<file path="config.mk">
export PLATFORM = sky130hd
export DESIGN_NAME = cpu_run_control
export DESIGN_NICKNAME = d
export VERILOG_FILES = /design/src/rtl/cpu_run_control.sv
export SDC_FILE = /design/constraint.sdc
export NUM_CORES = 1
export LEC_CHECK = 0
export CAP_MARGIN = 25
export CORE_ASPECT_RATIO = 0.6
export CORE_MARGIN = 1
export CORE_UTILIZATION = 27
export DETAILED_ROUTE_END_ITERATION = 12
export PLACE_DENSITY_LB_ADDON = 0.1
export SLEW_MARGIN = 20
export SYNTH_ARGS = -nofsm -noshare
export SYNTH_HDL_FRONTEND = slang
export SYNTH_SLANG_ARGS = --single-unit
</file>
<file path="constraint.sdc">
create_clock -name clk_i -period 10.7 [get_ports clk_i]
set_input_delay 1.07 -clock clk_i [delete_from_list [all_inputs] [get_ports clk_i]]
set_output_delay 1.07 -clock clk_i [all_outputs]
set_load 0.005 [all_outputs]
</file>
<file path="src/rtl/cpu_run_control.sv">
// Run-control engine: divides clk_i into a one-cycle CPU enable, with run / halt / N-step modes.
// Latency: requests take effect one edge after sampling; first enable div_eff cycles after entering RUN/STEP.
// Backpressure: none; every request is acked for one cycle, and the requester drops it on ack_o.
module cpu_run_control #(
  parameter int unsigned DIV_WIDTH   = 32,
  parameter int unsigned DEFAULT_DIV = 27000000,
  parameter int unsigned STEP_WIDTH  = 16
) (
  input  logic                  clk_i,
  input  logic                  rst_i,
  input  logic [DIV_WIDTH-1:0]  div_i,
  input  logic                  div_load_i,
  input  logic                  halt_req_i,
  input  logic                  resume_req_i,
  input  logic                  step_req_i,
  input  logic [STEP_WIDTH-1:0] step_count_i,
  output logic                  cpu_ce_o,
  output logic                  ack_o,
  output logic                  halted_o,
  output logic                  step_done_o,
  output logic [31:0]           tick_count_o
);

  typedef enum logic [1:0] {
    ST_RUN  = 2'd0,
    ST_HALT = 2'd1,
    ST_STEP = 2'd2
  } state_t;

  localparam logic [DIV_WIDTH-1:0]  DIV_ONE     = DIV_WIDTH'(1);
  localparam logic [STEP_WIDTH-1:0] STEP_ONE    = STEP_WIDTH'(1);
  localparam logic [DIV_WIDTH-1:0]  DEF_DIV_RAW = DIV_WIDTH'(DEFAULT_DIV);
  // A zero divider would never produce a pulse, so it is promoted to 1.
  localparam logic [DIV_WIDTH-1:0]  DEF_DIV_EFF = (DEF_DIV_RAW == '0) ? DIV_ONE : DEF_DIV_RAW;

  state_t                  state_q, state_d;
  logic [DIV_WIDTH-1:0]    div_q, div_d;
  logic [DIV_WIDTH-1:0]    cnt_q, cnt_d;
  logic [STEP_WIDTH-1:0]   rem_q, rem_d;
  logic                    ce_q, ce_d;
  logic                    ack_q, ack_d;
  logic                    done_q, done_d;
  logic [31:0]             tick_q, tick_d;

  logic                    any_req;
  logic                    cnt_hit;
  logic                    step_finish;
  logic                    state_change;

  // Next-state, divider counter and pulse generation.
  always_comb begin
    state_d      = state_q;
    div_d        = div_q;
    cnt_d        = cnt_q;
    rem_d        = rem_q;
    tick_d       = tick_q;
    ce_d         = 1'b0;
    ack_d        = 1'b0;
    done_d       = 1'b0;
    any_req      = halt_req_i | step_req_i | resume_req_i;
    cnt_hit      = (cnt_q == (div_q - DIV_ONE));
    // The pulse that consumed the last step has already been issued; leave now.
    step_finish  = (state_q == ST_STEP) && (rem_q == '0);
    state_change = 1'b0;

    // Any accepted request is acknowledged, even when it changes nothing.
    ack_d = any_req;

    // Halt outranks everything; step and resume only act from HALT.
    if (halt_req_i) begin
      if (state_q != ST_HALT) begin
        state_d      = ST_HALT;
        state_change = 1'b1;
      end
      rem_d = '0;
    end else if (state_q == ST_HALT) begin
      if (step_req_i) begin
        state_d      = ST_STEP;
        rem_d        = (step_count_i == '0) ? STEP_ONE : step_count_i;
        state_change = 1'b1;
      end else if (resume_req_i) begin
        state_d      = ST_RUN;
        state_change = 1'b1;
      end
    end else if (step_finish) begin
      state_d      = ST_HALT;
      done_d       = 1'b1;
      state_change = 1'b1;
    end

    if (div_load_i) begin
      div_d = (div_i == '0) ? DIV_ONE : div_i;
    end

    // A state change or divider load restarts the period; otherwise count while not halted.
    if (state_change || div_load_i) begin
      cnt_d = '0;
    end else if (state_q != ST_HALT) begin
      if (cnt_hit) begin
        cnt_d  = '0;
        ce_d   = 1'b1;
        tick_d = tick_q + 32'd1;
        if (state_q == ST_STEP) begin
          rem_d = rem_q - STEP_ONE;
        end
      end else begin
        cnt_d = cnt_q + DIV_ONE;
      end
    end
  end

  // State and output registers with synchronous reset into RUN.
  always_ff @(posedge clk_i) begin
    if (rst_i) begin
      state_q <= ST_RUN;
      div_q   <= DEF_DIV_EFF;
      cnt_q   <= '0;
      rem_q   <= '0;
      ce_q    <= 1'b0;
      ack_q   <= 1'b0;
      done_q  <= 1'b0;
      tick_q  <= 32'd0;
    end else begin
      state_q <= state_d;
      div_q   <= div_d;
      cnt_q   <= cnt_d;
      rem_q   <= rem_d;
      ce_q    <= ce_d;
      ack_q   <= ack_d;
      done_q  <= done_d;
      tick_q  <= tick_d;
    end
  end

  assign cpu_ce_o     = ce_q;
  assign ack_o        = ack_q;
  assign step_done_o  = done_q;
  assign halted_o     = (state_q == ST_HALT);
  assign tick_count_o = tick_q;

endmodule

</file>
==> flow_metrics.env, run 1 <==
export IMPL_syn_area_um2=6640
export IMPL_drt_iter0_markers=536
export IMPL_async_reset_ff_share_pct=0
export IMPL_nFillCells=2535
export IMPL_antenna_diode_count=0
export IMPL_synth_top_area_share_pct=35.3
export IMPL_slew_headroom_pct=31.7
export IMPL_wl_mm=21.0
export IMPL_cts_clk_slew_worst_paths_ns=0.06
export IMPL_cp_data_arrival_time_ns=4.70
export IMPL_powerDensity_nw_per_um2=137
export IMPL_grt_pass1_vias=5486
export IMPL_numCtsBuffers=17
export IMPL_yosysUniqueCellTypes=60
export IMPL_postRouteAntennaNets=0
export IMPL_slew_viol_final=0
export IMPL_rows=44
export IMPL_status="finished, final reports clean"
export IMPL_cts_num_sinks=117
export IMPL_clk_latency_ns=0.42
export IMPL_drcViolationCount=0
export IMPL_crit_type="reg2reg"
export IMPL_finalCritPeriodShare_pct=40.7
export IMPL_seqCellArea_um2=2340
export IMPL_synth_cells=836
export IMPL_synthFlopType="dfxtp_1"
export IMPL_grt_max_degree=71
export IMPL_synth_top_cell_by_area="dfxtp_1"
export IMPL_path_cells="nor3_1, and3_1, nand2_1, o41ai_1, o2111ai_1, nor4_4, nand2_2, or4_1, a21oi_1"
export IMPL_post_route_util_pct=34.6
export IMPL_tightest_slew_ns=1.02
export IMPL_wl_per_cell_um=17.0
export IMPL_vias=6199
export IMPL_multiInputGateArea_um2=4060
export IMPL_cp_end_kind="register"
export IMPL_io_buffers=89
export IMPL_hold_slack_ns=0.506
export IMPL_cp_start_kind="register"
export IMPL_synth_edf_count=0
export IMPL_grt_overflow=0
export IMPL_antenna_found_initial=0
export IMPL_syn_to_final_growth_pct=26.0
export IMPL_holdCritPathClass="reg2reg"
export IMPL_synth_common_cells="117 x dfxtp_1, 101 x nand2_1, 87 x nor2_1, 53 x xor2_1, 51 x a21oi_1"
export IMPL_hpwlAfterDp_mm=15.3
export IMPL_cts_max_level=4
export IMPL_initial_core_util_pct=27.5
export IMPL_clockRootBuffer="clkbuf_16"
export IMPL_coreArea_um2=24200
export IMPL_drv_cap=0
export IMPL_clock_fmax_mhz=230
export IMPL_gr_usage_all_layers_pct=17.1
export IMPL_ys_seq_area_share_pct=35.3
export IMPL_ir_drop_v=0.000100
export IMPL_gp_congestion=0.837
export IMPL_fin_setup_tns_ns=0
export IMPL_drive_above_1_share_pct=5.58
export IMPL_die_area_um2=25300
export IMPL_yosysMostFrequentCell="dfxtp_1"
export IMPL_postCtsSetupBuffers=0
export IMPL_rsz0062_at_grt="false"
export IMPL_synthTopCellsByArea="dfxtp_1 35%, xor2_1 7.0%, nand2_1 5.7%"
export IMPL_cts_tree="done"
export IMPL_via_per_inst=5.02
export IMPL_fp_dieH_um=124
export IMPL_finalSetupViolCount=0
export IMPL_grt_pass1_wl_mm=32.8
export IMPL_ioPinCount=90
export IMPL_dr_pass1_iters=7
export IMPL_fin_crit_ns=4.36
export IMPL_clock_skew_ns=0.0114
export IMPL_hold_viol=0
export IMPL_avgSynthCellArea_um2=7.95
export IMPL_clockBufferDepth=2
export IMPL_ys_ff_latch=117
export IMPL_hold_buffers=0
export IMPL_synth_fp_nets=894
export IMPL_worstPathRequired_ns=11.04
export IMPL_ys_warnings_count=0
export IMPL_total_leakage_power_nw=2.81
export IMPL_die_w_um=205
export IMPL_fin_nets=959
export IMPL_slowest_delay_ns=0.85
export IMPL_slowest_stage="nor3_1"
export IMPL_cts_resized=0
export IMPL_path_max_fanout=49
## power breakdown
part	switching, W	internal [W]	total [W]
registers	0.0000150	0.000445	0.000460
clock network	0.000224	0.000356	0.000580
logic	0.0000569	0.0000489	0.000106
## critical path, delay by kind of cell, from the launching register on
family	cells	cell delay [ns]
compound gates	3	0.96
simple gates	6	2.88
flops	1	0.40
## cells by family (layout without fill, tap and decap cells)
family,count (synthesis),in the layout,synth area share (%)
simple gates,399,399,30.8
compound gates,136,136,13.1
flops,117,117,35.3
xor+xnor,82,82,10.8
buf+inv,63,141,3.97
mux,35,35,5.29
fa+ha+maj,4,4,0.753
## metrics by stage
stage	instances	setup WS (ns)	cell area (um^2)	total power, W
4_1_cts	1236	6.36	8360	0.00116
6_report	1236	6.34	8370	0.00115
3_5_place_dp	1204	6.39	7780	0.000575
5_1_grt	1236	6.01	8370	0.00119
2_1_floorplan	836	7.26	6640	0.000529
3_3_place_gp	1203	6.42	7770	0.000576
## flip-flops by register name, summed over array words and instances, names as in the netlist
signal,count
ack_o,1
cnt_q,32
cpu_ce_o,1
div_q,32
rem_q,16
state_q,2
step_done_o,1
tick_count_o,32
## final cells by class
class	instances	area share (%)
Multi-Input combinational cell	656	48.5
Sequential cell	117	28.0
Timing Repair Buffer	96	11.2
Clock buffer	21	5.50
Tap cell	322	4.81
Clock inverter	11	1.48
Inverter	13	0.583
## final timing paths
path / startpoint / to / slack (ns) / cells after the start
worst max register to register: div_q[5]$_SDFFE_PP0P_ / tick_count_o[29]$_SDFFE_PP0P_ / 6.34 / 9
worst min register to register: tick_count_o[5]$_SDFFE_PP0P_ / tick_count_o[5]$_SDFFE_PP0P_ / 0.51 / 2
worst max-delay path: div_q[5]$_SDFFE_PP0P_ / tick_count_o[29]$_SDFFE_PP0P_ / 6.34 / 9
worst min-delay path: tick_count_o[5]$_SDFFE_PP0P_ / tick_count_o[5]$_SDFFE_PP0P_ / 0.51 / 2
## per-layer routing
| layer | global-route usage, % | part of all wire, % | up-vias |
|---|---|---|---|
| met2 | 20.6 | 36 | 152 |
| met5 | 0 | 0 | - |
| li1 | - | - | 3150 |
| met3 | 3.87 | 5.3 | 16 |
| met1 | 28.3 | 58 | 2881 |
| met4 | 4.34 | 1.3 | 0 |
## placed cells by master (no fill, tap or decap), drive strengths merged, types with 30 or more instances in the layout
| cell | n |
|---|---|
| clkdlybuf4s50 | 87 |
| nor2 | 87 |
| mux2i | 34 |
| nand2 | 102 |
| or3 | 30 |
| dfxtp | 117 |
| nand3 | 36 |
| xor2 | 53 |
| a21oi | 51 |
| nor4 | 32 |
Power figures use the tool's default switching activity.
==> run 2: changes to the inputs <==
==> constraint.sdc (replaced) <==
create_clock -name clk_i -period 4 [get_ports clk_i]
set_input_delay 0.4 -clock clk_i [delete_from_list [all_inputs] [get_ports clk_i]]
set_output_delay 0.4 -clock clk_i [all_outputs]
set_load 0.005 [all_outputs]
==> run 2 against run 1 <==
Against the previous run: sequential share of layout area decreased by 0.63 points; worst setup slack lost 6.0 ns; sequential power grew to 2.7 times the previous value; clock skew about the same; highest routed layer unchanged.
==> flow_metrics.env, run 2 (synthesis gave the netlist of run 1 again) <==
export IMPL_layout_cells_most_common="dfxtp_1"
export IMPL_cp_start_kind="register"
export IMPL_cp_end_kind="register"
export IMPL_rsz0062_at_grt="false"
export IMPL_drv_cap=0
export IMPL_antenna_found_initial=0
export IMPL_via_per_inst=4.97
export IMPL_wl_mm=20.8
export IMPL_cts_tree="done"
export IMPL_power_w=0.00317
export IMPL_dr_pass1_iters=5
export IMPL_die_area_um2=25300
export IMPL_gp_congestion=0.824
export IMPL_clockBufferDepth=2
export IMPL_grt_max_degree=70
export IMPL_fin_crit_ns=3.70
export IMPL_path_common_cell="or3_1"
export IMPL_fin_setup_tns_ns=0
export IMPL_path_max_fanout=49
export IMPL_powerDensity_nw_per_um2=370
export IMPL_route_met2_wl_mm=7.88
export IMPL_place_inst=1217
export IMPL_hold_viol=0
export IMPL_layout_common_cells="117 x dfxtp_1, 101 x nand2_1, 87 x clkdlybuf4s50_1"
export IMPL_slew_headroom_pct=44.3
export IMPL_postRouteAntennaNets=0
export IMPL_gr_usage_all_layers_pct=17.2
export IMPL_cts_max_level=4
export IMPL_worstPathRequired_ns=4.35
export IMPL_rows=44
export IMPL_nFillCells=2498
export IMPL_hold_slack_ns=0.495
export IMPL_grt_pass1_vias=5596
export IMPL_crit_type="reg2reg"
export IMPL_total_leakage_power_nw=2.91
export IMPL_grt_overflow=0
export IMPL_met1Wirelength_mm=11.8
export IMPL_clockRootBuffer="clkbuf_16"
export IMPL_status="finished, final reports clean"
export IMPL_io_buffers=89
export IMPL_vias=6216
export IMPL_ir_drop_v=0.000303
export IMPL_path_cells="inv_1, ha_1, or4b_1, or3_1, or3_1, a32oi_1, nand3_1, nor4_4, nand2_2, buf_12, or4_1, a21oi_1"
export IMPL_hold_buffers=0
export IMPL_clk_latency_ns=0.43
export IMPL_numCtsBuffers=17
export IMPL_cts_clk_slew_worst_paths_ns=0.07
export IMPL_drive_above_1_share_pct=7.33
export IMPL_drcViolationCount=0
export IMPL_cp_data_arrival_time_ns=4.05
export IMPL_fin_nets=973
export IMPL_initial_core_util_pct=27.5
export IMPL_tightest_slew_ns=0.835
export IMPL_finalCritPeriodShare_pct=92.5
export IMPL_grt_pass1_wl_mm=33.0
export IMPL_wl_met3_um=989
export IMPL_slowest_stage="or4b_1"
export IMPL_postPlaceCellArea_um2=7910
export IMPL_syn_to_final_growth_pct=28.9
export IMPL_wl_per_cell_um=16.7
export IMPL_holdCritPathClass="reg2reg"
export IMPL_antenna_diode_count=0
export IMPL_fp_dieH_um=124
export IMPL_cts_num_sinks=117
export IMPL_coreArea_um2=24200
export IMPL_finalNonFillerCells=1250
export IMPL_slowest_delay_ns=0.61
export IMPL_hpwlAfterDp_mm=15.2
export IMPL_clock_skew_ns=0.0118
export IMPL_slew_viol_final=0
export IMPL_ioPinCount=90
export IMPL_drt_iter0_markers=500
export IMPL_die_w_um=205
export IMPL_top_layer_used="met4"
export IMPL_finalInstanceArea_um2=8560
export IMPL_finalSetupViolCount=0
export IMPL_clock_fmax_mhz=270
## run 2: critical path: cells and delay by family, from the launching register on
family / cells / cell delay, ns
AND/OR/NAND/NOR: 7 / 2.48
AO/OA/AOI/OAI: 2 / 0.35
adder cells (fa/ha/maj): 1 / 0.16
buffers and inverters: 2 / 0.26
flip-flops: 1 / 0.36
## run 2: report_power, final
| part | internal (W) | switching (W) |
|---|---|---|
| logic | 0.000138 | 0.000155 |
| clock network | 0.00105 | 0.000599 |
| registers | 0.00119 | 0.0000384 |
## run 2: through the flow
| step | setup WS [ns] | utilization, % |
|---|---|---|
| after global routing | 0.0538 | 35.4 |
| after floorplan | 0.556 | - |
| final | 0.300 | 35.4 |
| after detailed placement | 0.200 | 32.7 |
| after CTS | 0.189 | 35.3 |
| after global placement | 0.316 | 32.7 |
## run 2: worst paths after layout
kind / from / endpoint / depth (start not counted) / slack [ns]
min: tick_count_o[21]$_SDFFE_PP0P_ / tick_count_o[21]$_SDFFE_PP0P_ / 2 / 0.50
max reg2reg: div_q[0]$_SDFFE_PP0P_ / tick_count_o[29]$_SDFFE_PP0P_ / 12 / 0.30
max: div_q[0]$_SDFFE_PP0P_ / tick_count_o[29]$_SDFFE_PP0P_ / 12 / 0.30
min reg2reg: tick_count_o[21]$_SDFFE_PP0P_ / tick_count_o[21]$_SDFFE_PP0P_ / 2 / 0.50
## run 2: area by class of cell
| cell class | instances | area [um^2] | area share [%] |
|---|---|---|---|
| Timing Repair Buffer | 110 | 1080 | 12.6 |
| Sequential cell | 117 | 2340 | 27.4 |
| Inverter | 13 | 48.8 | 0.570 |
| Multi-Input combinational cell | 656 | 4060 | 47.4 |
| Tap cell | 322 | 403 | 4.71 |
| Clock inverter | 15 | 205 | 2.40 |
| Clock buffer | 17 | 425 | 4.97 |
## run 2: layer usage
layer,GRT usage [%],up-vias
met5,0,-
met4,4.29,0
li1,-,3179
met1,27.7,2901
met2,21.7,123
met3,4.06,13
## run 2: repair_timing
action	in CTS	in global routing
gates resized for setup	0	2
setup buffers	0	1
endpoints found under the setup margin	0	18
